$ cat config.mk
export PLATFORM = sky130hd
export DESIGN_NAME = hazard_ctrl
export DESIGN_NICKNAME = d
export VERILOG_FILES = /design/src/rtl/hazard_ctrl.sv
export SDC_FILE = /design/constraint.sdc
export NUM_CORES = 1
export LEC_CHECK = 0
export ABC_AREA = 1
export CORE_MARGIN = 2
export CORE_UTILIZATION = 55
export CTS_CLUSTER_DIAMETER = 30
export DETAILED_ROUTE_END_ITERATION = 16
export GPL_TIMING_DRIVEN = 1
export PLACE_DENSITY_LB_ADDON = 0.2
export SYNTH_ARGS = -nofsm -noshare
export SYNTH_HDL_FRONTEND = slang
export SYNTH_SLANG_ARGS = --single-unit
$ cat constraint.sdc
create_clock -name clk -period 3.7 [get_ports clk]
set_input_delay 0.74 -clock clk [delete_from_list [all_inputs] [get_ports clk]]
set_output_delay 0.74 -clock clk [all_outputs]
set_load 0.005 [all_outputs]
$ cat src/rtl/hazard_ctrl.sv
// Hazard controller for the five-stage core: load-use stalls, taken-branch
// flushes, pipe freeze while the multi-cycle MDU runs, and a stall-cycle counter.
//
//   state   | meaning
//   --------+----------------------------------------------------------
//   RUN     | normal flow; resolves MDU start, branch flush, load-use
//   MD_BUSY | MDU op held in EX; pipe frozen until md_done or timeout

module hazard_ctrl #(
    parameter int CNT_W      = 32,
    parameter int MD_TIMEOUT = 64
) (
    input  logic             clk,
    input  logic             rst,
    input  logic [4:0]       id_rs1,
    input  logic [4:0]       id_rs2,
    input  logic             id_uses_rs1,
    input  logic             id_uses_rs2,
    input  logic [4:0]       ex_rd,
    input  logic             ex_mem_read,
    input  logic             ex_is_md,
    input  logic             ex_branch_taken,
    input  logic             md_done,
    output logic             md_start,
    output logic             pc_write,
    output logic             if_id_write,
    output logic             if_id_flush,
    output logic             id_ex_write,
    output logic             id_ex_bubble,
    output logic             ex_mem_bubble,
    output logic             md_error,
    output logic [CNT_W-1:0] stall_count
);

    localparam int                BW        = $clog2(MD_TIMEOUT);
    localparam logic [BW-1:0]     BUSY_LAST = BW'(MD_TIMEOUT - 1);
    localparam logic [CNT_W-1:0]  CNT_MAX   = '1;

    typedef enum logic {
        RUN,
        MD_BUSY
    } state_t;

    state_t          state;
    state_t          state_nxt;
    logic [BW-1:0]   busy_cnt;
    logic [BW-1:0]   busy_cnt_nxt;
    logic            md_error_set;
    logic            rs1_hit;
    logic            rs2_hit;
    logic            load_use;

    // x0 is hardwired zero, so a load targeting it never creates a dependency
    assign rs1_hit  = id_uses_rs1 && (id_rs1 == ex_rd);
    assign rs2_hit  = id_uses_rs2 && (id_rs2 == ex_rd);
    assign load_use = ex_mem_read && (ex_rd != 5'd0) && (rs1_hit || rs2_hit);

    always_comb begin
        md_start      = 1'b0;
        pc_write      = 1'b1;
        if_id_write   = 1'b1;
        if_id_flush   = 1'b0;
        id_ex_write   = 1'b1;
        id_ex_bubble  = 1'b0;
        ex_mem_bubble = 1'b0;
        state_nxt     = state;
        busy_cnt_nxt  = busy_cnt;
        md_error_set  = 1'b0;

        if (!rst) begin
            case (state)
                RUN: begin
                    if (ex_is_md) begin
                        md_start      = 1'b1;
                        pc_write      = 1'b0;
                        if_id_write   = 1'b0;
                        id_ex_write   = 1'b0;
                        ex_mem_bubble = 1'b1;
                        state_nxt     = MD_BUSY;
                        busy_cnt_nxt  = '0;
                    end else if (ex_branch_taken) begin
                        if_id_flush  = 1'b1;
                        id_ex_bubble = 1'b1;
                        pc_write     = 1'b1;
                    end else if (load_use) begin
                        pc_write     = 1'b0;
                        if_id_write  = 1'b0;
                        id_ex_bubble = 1'b1;
                    end
                end

                MD_BUSY: begin
                    if (md_done) begin
                        state_nxt = RUN;
                    end else if (busy_cnt == BUSY_LAST) begin
                        // give up on the MDU: release the pipe as if it had finished
                        md_error_set = 1'b1;
                        state_nxt    = RUN;
                    end else begin
                        pc_write      = 1'b0;
                        if_id_write   = 1'b0;
                        id_ex_write   = 1'b0;
                        ex_mem_bubble = 1'b1;
                        busy_cnt_nxt  = busy_cnt + 1'b1;
                    end
                end

                default: begin
                    state_nxt = RUN;
                end
            endcase
        end
    end

    always_ff @(posedge clk) begin
        if (rst) begin
            state       <= RUN;
            busy_cnt    <= '0;
            md_error    <= 1'b0;
            stall_count <= '0;
        end else begin
            state    <= state_nxt;
            busy_cnt <= busy_cnt_nxt;
            if (md_error_set) begin
                md_error <= 1'b1;
            end
            if (!pc_write && (stall_count != CNT_MAX)) begin
                stall_count <= stall_count + 1'b1;
            end
        end
    end

endmodule
Word-level counts from Yosys, hierarchy flattened
Index checks and enable logic that the tools add are counted.
{ "classes": {"addsub": 2, "n_eq_ne": 7, "muxes": 33, "bitwise": 1, "reduce_logical": 9} }
{ "op_table": {"columns": ["operator", "n"], "rows": [
  ["adder 32 x 1 -> 32 bit (second input constant)", 1],
  ["!= test 32 bit (second input constant)", 1],
  ["2-to-1 mux 1 bit", 26],
  ["2-to-1 mux 6 bit", 3],
  ["one-hot mux 6 bit (2 select lines)", 1],
  ["== test 5 bit", 2],
  ["adder 6 x 1 -> 6 bit (second input constant)", 1],
  ["== test 6 bit (second input constant)", 1],
  ["!= test 2 bit (second input constant)", 3],
  ["one-hot mux 1 bit (2 select lines)", 3],
  ["logical AND 1 bit", 5],
  ["nonzero test 5 bit", 1],
  ["AND reduction 3 bit", 1],
  ["logical NOT 1 bit", 1],
  ["logical OR 1 bit", 1],
  ["inverter 1 bit", 1]
]} }
{ "totals": {"reg_bits": 40, "elab_cells": 56} }

Logic depth before layout (Yosys ltp)
{ "logic_depth": {"ltp_word": 11, "mapped_depth": 12, "mapped_depth_nobuf": 11} }

Least setup slack after synthesis
OpenSTA, ideal clock, no wires.
{ "synth_timing": {"path_type": "in2out", "startpoint": "input ex_is_md", "endpoint": "output pc_write", "t_arrival_ns": 1.714, "slack_ns": 1.246, "path_stages": 8, "n_path_buf": 2, "cell_sequence": "or2_1 nand3_2 inv_2 nand2_1 nand2_2 buf_2 inv_1 buf_4"} }
{ "synth_via": {"elab_chain_len": 3} }
{ "synth_lines": {"columns": ["item", "line", "source"], "rows": [
  ["from (decl)", "21", "input logic ex_is_md,"],
  ["2-to-1 mux 1 bit", null, null],
  ["one-hot mux 1 bit (2 select lines)", null, null],
  ["2-to-1 mux 1 bit", null, null],
  ["to (decl)", "25", "output logic pc_write,"]
]} }
Every way passes these cells.

Worst setup path in the final report
{ "layout_timing": {"startpoint": "input ex_rd[3]", "endpoint": "output id_ex_bubble"} }
{ "layout_via": {"elab_chain_len": 9} }
{ "layout_lines": {"columns": ["item", "line", "source"], "rows": [
  ["from (decl)", "19", "input logic [4:0] ex_rd,"],
  ["== test 5 bit (on tied branches)", "54, 55", null],
  ["logical AND 1 bit (on tied branches)", "54, 55", null],
  ["logical OR 1 bit", "56", "assign load_use = ex_mem_read && (ex_rd != 5'd0) && (rs1_hit || rs2_hit);"],
  ["logical AND 1 bit *", "56", null],
  ["2-to-1 mux 1 bit *", "85", "end else if (load_use) begin"],
  ["2-to-1 mux 1 bit *", "81", "end else if (ex_branch_taken) begin"],
  ["2-to-1 mux 1 bit *", "73", "if (ex_is_md) begin"],
  ["2-to-1 mux 1 bit *", "71", "case (state)"],
  ["2-to-1 mux 1 bit *", "70", "if (!rst) begin"],
  ["to (decl)", "29", "output logic id_ex_bubble,"]
]} }
Mark *: on every way between the ends. The rest lies on a longest branch, timed or not.

==> flow_metrics.py <==
metrics = {
    "timing": {
        "worstMarginPinSlew_ns": 0.720,
        "post-route-min-period_ns": 3.16,
        "rsz0062_at_grt": "false",
        "final_hold_viol_count": 0,
        "fmax_mhz": 317,
        "relSlewSlack_pct": 51.8,
        "setup_tns_ns": 0,
        "drv_slew": 0,
        "skew_ns": 0.00782,
        "min_period_over_period_pct": 85.4,
        "setup_viol_count_final": 0,
    },
    "power_and_ir_drop": {
        "pwr-share-clk_pct": 40.0,
        "power.share.switching_pct": 25.4,
        "p_leak_nw": 1.36,
        "p_int_w": 0.000682,
        "p_sw_w": 0.000232,
        "p_seq_share_pct": 48.1,
        "comb_power_share_pct": 11.9,
        "ir_drop_uv": 140,
        "powerDensity_mw_per_mm2": 254,
    },
    "die": {
        "coreArea_mm2": 0.00504,
        "io_pins": 63,
        "die_h_um": 75.8,
        "dieArea_mm2": 0.00574,
        "die_x_um": 75.8,
        "std_cell_rows": 26,
        "initial_utilization_pct": 56.2,
    },
    "flow_run": {
        "max_cap_viol_count": 0,
    },
    "critical_path": {
        "worstSetupStartpointType": "input pin",
        "path_cells": "clkdlybuf4s50_1 > inv_1 > nand2_1 > nand2_1 > nor2_1 > nand3_1 > nand2_1 > a21oi_1 > nor3_1 > clkdlybuf4s50_1",
        "path_common_cell": "nand2_1",
        "crit_type": "in2out",
        "max_stage_delay_ns": 0.52,
        "crit_path_top_delay_cell": "clkdlybuf4s50_1",
        "cp.arrival_ns": 2.42,
        "endpoint_kind": "output pin",
        "cp_max_fo": 4,
        "required_ns": 2.96,
    },
    "clock_tree": {
        "clk_pin_slew_ns": 0.08,
        "cts-root-buf": "clkbuf_8",
        "cts_resized": 0,
        "cts_tree": "done",
        "clock-sinks": 40,
        "clk_latency_ns": 0.30,
        "cts-buffers-inserted": 5,
        "clock_path_buffers": 2,
        "h-tree-depth": 2,
        "post-cts-setup-buffers": 0,
        "hold_buffers": 0,
    },
    "finish": {
        "fin_util_pct": 71.2,
        "num_antenna_cells": 0,
        "seq_area_um2": 801,
        "final_cells": 595,
        "syn_to_final_growth_pct": 26.8,
        "fill_cells": 456,
        "drive_above_1_share_pct": 8.38,
        "nets": 549,
        "multi_input_area_mm2": 0.00176,
    },
    "routing": {
        "antenna_left": 0,
        "initialDrtViolationCount": 186,
        "wl_per_cell_um": 13.7,
        "routed-via-count": 3166,
        "wl_um": 8120,
        "drtPass1Iterations": 5,
        "via_per_inst": 5.32,
        "drc": 0,
    },
    "synthesis": {
        "netlist_instances": 466,
        "avgSynthCellArea_um2": 6.08,
        "yosys_warnings": 0,
        "syn-num-nets": 491,
        "synth.cell_area_mm2": 0.00283,
        "synth_seq_cells": 40,
        "synth_seq_area_share_pct": 28.3,
        "synth_cell_type_count": 28,
    },
    "grt": {
        "grt_pass1_wl_um": 13100,
        "grt_overflow_total": 0,
        "grtUsageTotal_pct": 29.8,
        "antenna_found_initial": 0,
        "grt_pass1_vias": 2844,
        "grt_max_degree": 36,
    },
    "place": {
        "portBuffers": 62,
        "place_congestion": 0.952,
        "post-place-cells": 587,
        "place_hpwl_um": 6200,
    },
    "worst_hold_path": {
        "hold_class": "reg2reg",
    },
    "status": {
        "outcome": "completed",
    },
}
stage by stage:
step                area [um^2]  hold slack (ns)  setup WS [ns]  total power [W]
finish                     3590            0.473          0.541         0.000913
global route               3590            0.519          0.385         0.000950
CTS                        3590            0.480          0.521         0.000918
detailed placement         3480            0.465          0.459         0.000558
global placement           3480            0.440          0.559         0.000555
floorplan                  2830            0.447           1.25         0.000509
power by group through the flow:
stage	Combinational, W	Sequential [W]	Clock (W)
after global routing	0.000119	0.000440	0.000390
final	0.000109	0.000439	0.000365
after CTS	0.000110	0.000439	0.000370
after detailed placement	0.000109	0.000449	0
after global placement	0.000106	0.000449	0
after floorplan	0.0000620	0.000447	0
per-layer routing:
layer | up-vias | global-route usage [%] | share of wire (%)
met5 | - | 0 | 0
met4 | 0 | 10.5 | 2.1
met3 | 16 | 5.95 | 5.7
met2 | 110 | 51.0 | 51
met1 | 1443 | 36.9 | 41
li1 | 1597 | - | -
kinds of logic after synthesis:
group / share of synthesized area [%]
xor gates and xnor gates: 4.95
buffers and inverters: 9.58
AOI/OAI and AO/OA: 8.74
DFF: 28.3
adders and majority gates: 0.883
and+or+nand+nor: 47.6
placed cells by master, fill, tap and decap left out:
cell type	instances
a21oi_2	10
nand4_4	1
nand3_1	45
buf_4	3
or2_1	1
bufinv_16	1
inv_1	47
ha_1	2
nand4_1	5
nor3_1	17
xnor2_1	3
o21ai_0	1
a21oi_1	28
clkdlybuf4s50_1	62
dfxtp_1	40
clkbuf_8	5
inv_2	3
nand2_1	153
nor2_2	2
nand3b_1	9
clkinvlp_4	1
nand2_2	14
nor3_4	1
nor3b_2	1
clkinv_2	1
nor2_1	53
nand3_2	1
xor2_1	13
a211oi_1	2
final timing paths:
check                           startpoint                      endpoint  slack (ns)  depth (start not counted)
setup / recovery                  ex_rd[3]                  id_ex_bubble        0.54                         10
hold / removal       md_error$_SDFFE_PP0P_         md_error$_SDFFE_PP0P_        0.47                          2
setup reg to reg  busy_cnt[0]$_SDFFE_PP0P_  stall_count[12]$_SDFFE_PP0P_        1.22                         12
hold reg to reg      md_error$_SDFFE_PP0P_         md_error$_SDFFE_PP0P_        0.47                          2
cell type report:
cell class / count / area share (%)
Clock buffer: 5 / 1.92
Multi-Input combinational cell: 362 / 49.0
Timing Repair Buffer: 65 / 17.9
Sequential cell: 40 / 22.3
Inverter: 50 / 5.22
Clock inverter: 3 / 1.18
Tap cell: 70 / 2.44
registers in the layout, summed over array words and instances, names as in the netlist:
signal / cells
busy_cnt: 6
state: 1
md_error: 1
stall_count: 32
critical path: cells and delay by family:
family / cells / cell delay, ns
AO/OA/AOI/OAI: 1 / 0.06
buffers and inverters: 3 / 1.10
AND/OR/NAND/NOR: 6 / 0.51
Yosys cell counts:
master | number | area share, %
buf_4 | 1 | 0.26
nand4_4 | 1 | 0.75
buf_1 | 1 | 0.13
nand4_1 | 5 | 1.1
ha_1 | 2 | 0.88
a21oi_1 | 28 | 4.9
dfxtp_1 | 40 | 28
inv_1 | 47 | 6.2
nor2_2 | 2 | 0.44
nand2_1 | 153 | 20
nand2_2 | 14 | 3.1
a211oi_1 | 2 | 0.53
inv_2 | 3 | 0.40
buf_2 | 4 | 0.71
nor3_1 | 17 | 3.0
clkbuf_1 | 5 | 0.66
buf_6 | 3 | 1.2
or2_1 | 1 | 0.22
xnor2_1 | 3 | 0.93
a21oi_2 | 10 | 3.1
nand3b_1 | 9 | 2.4
o21ai_0 | 1 | 0.18
xor2_1 | 13 | 4.0
nor3b_2 | 1 | 0.44
nand3_2 | 1 | 0.35
nor2_1 | 53 | 7.0
nor3_4 | 1 | 0.57
nand3_1 | 45 | 7.9
(Power assumes the default switching activity.)
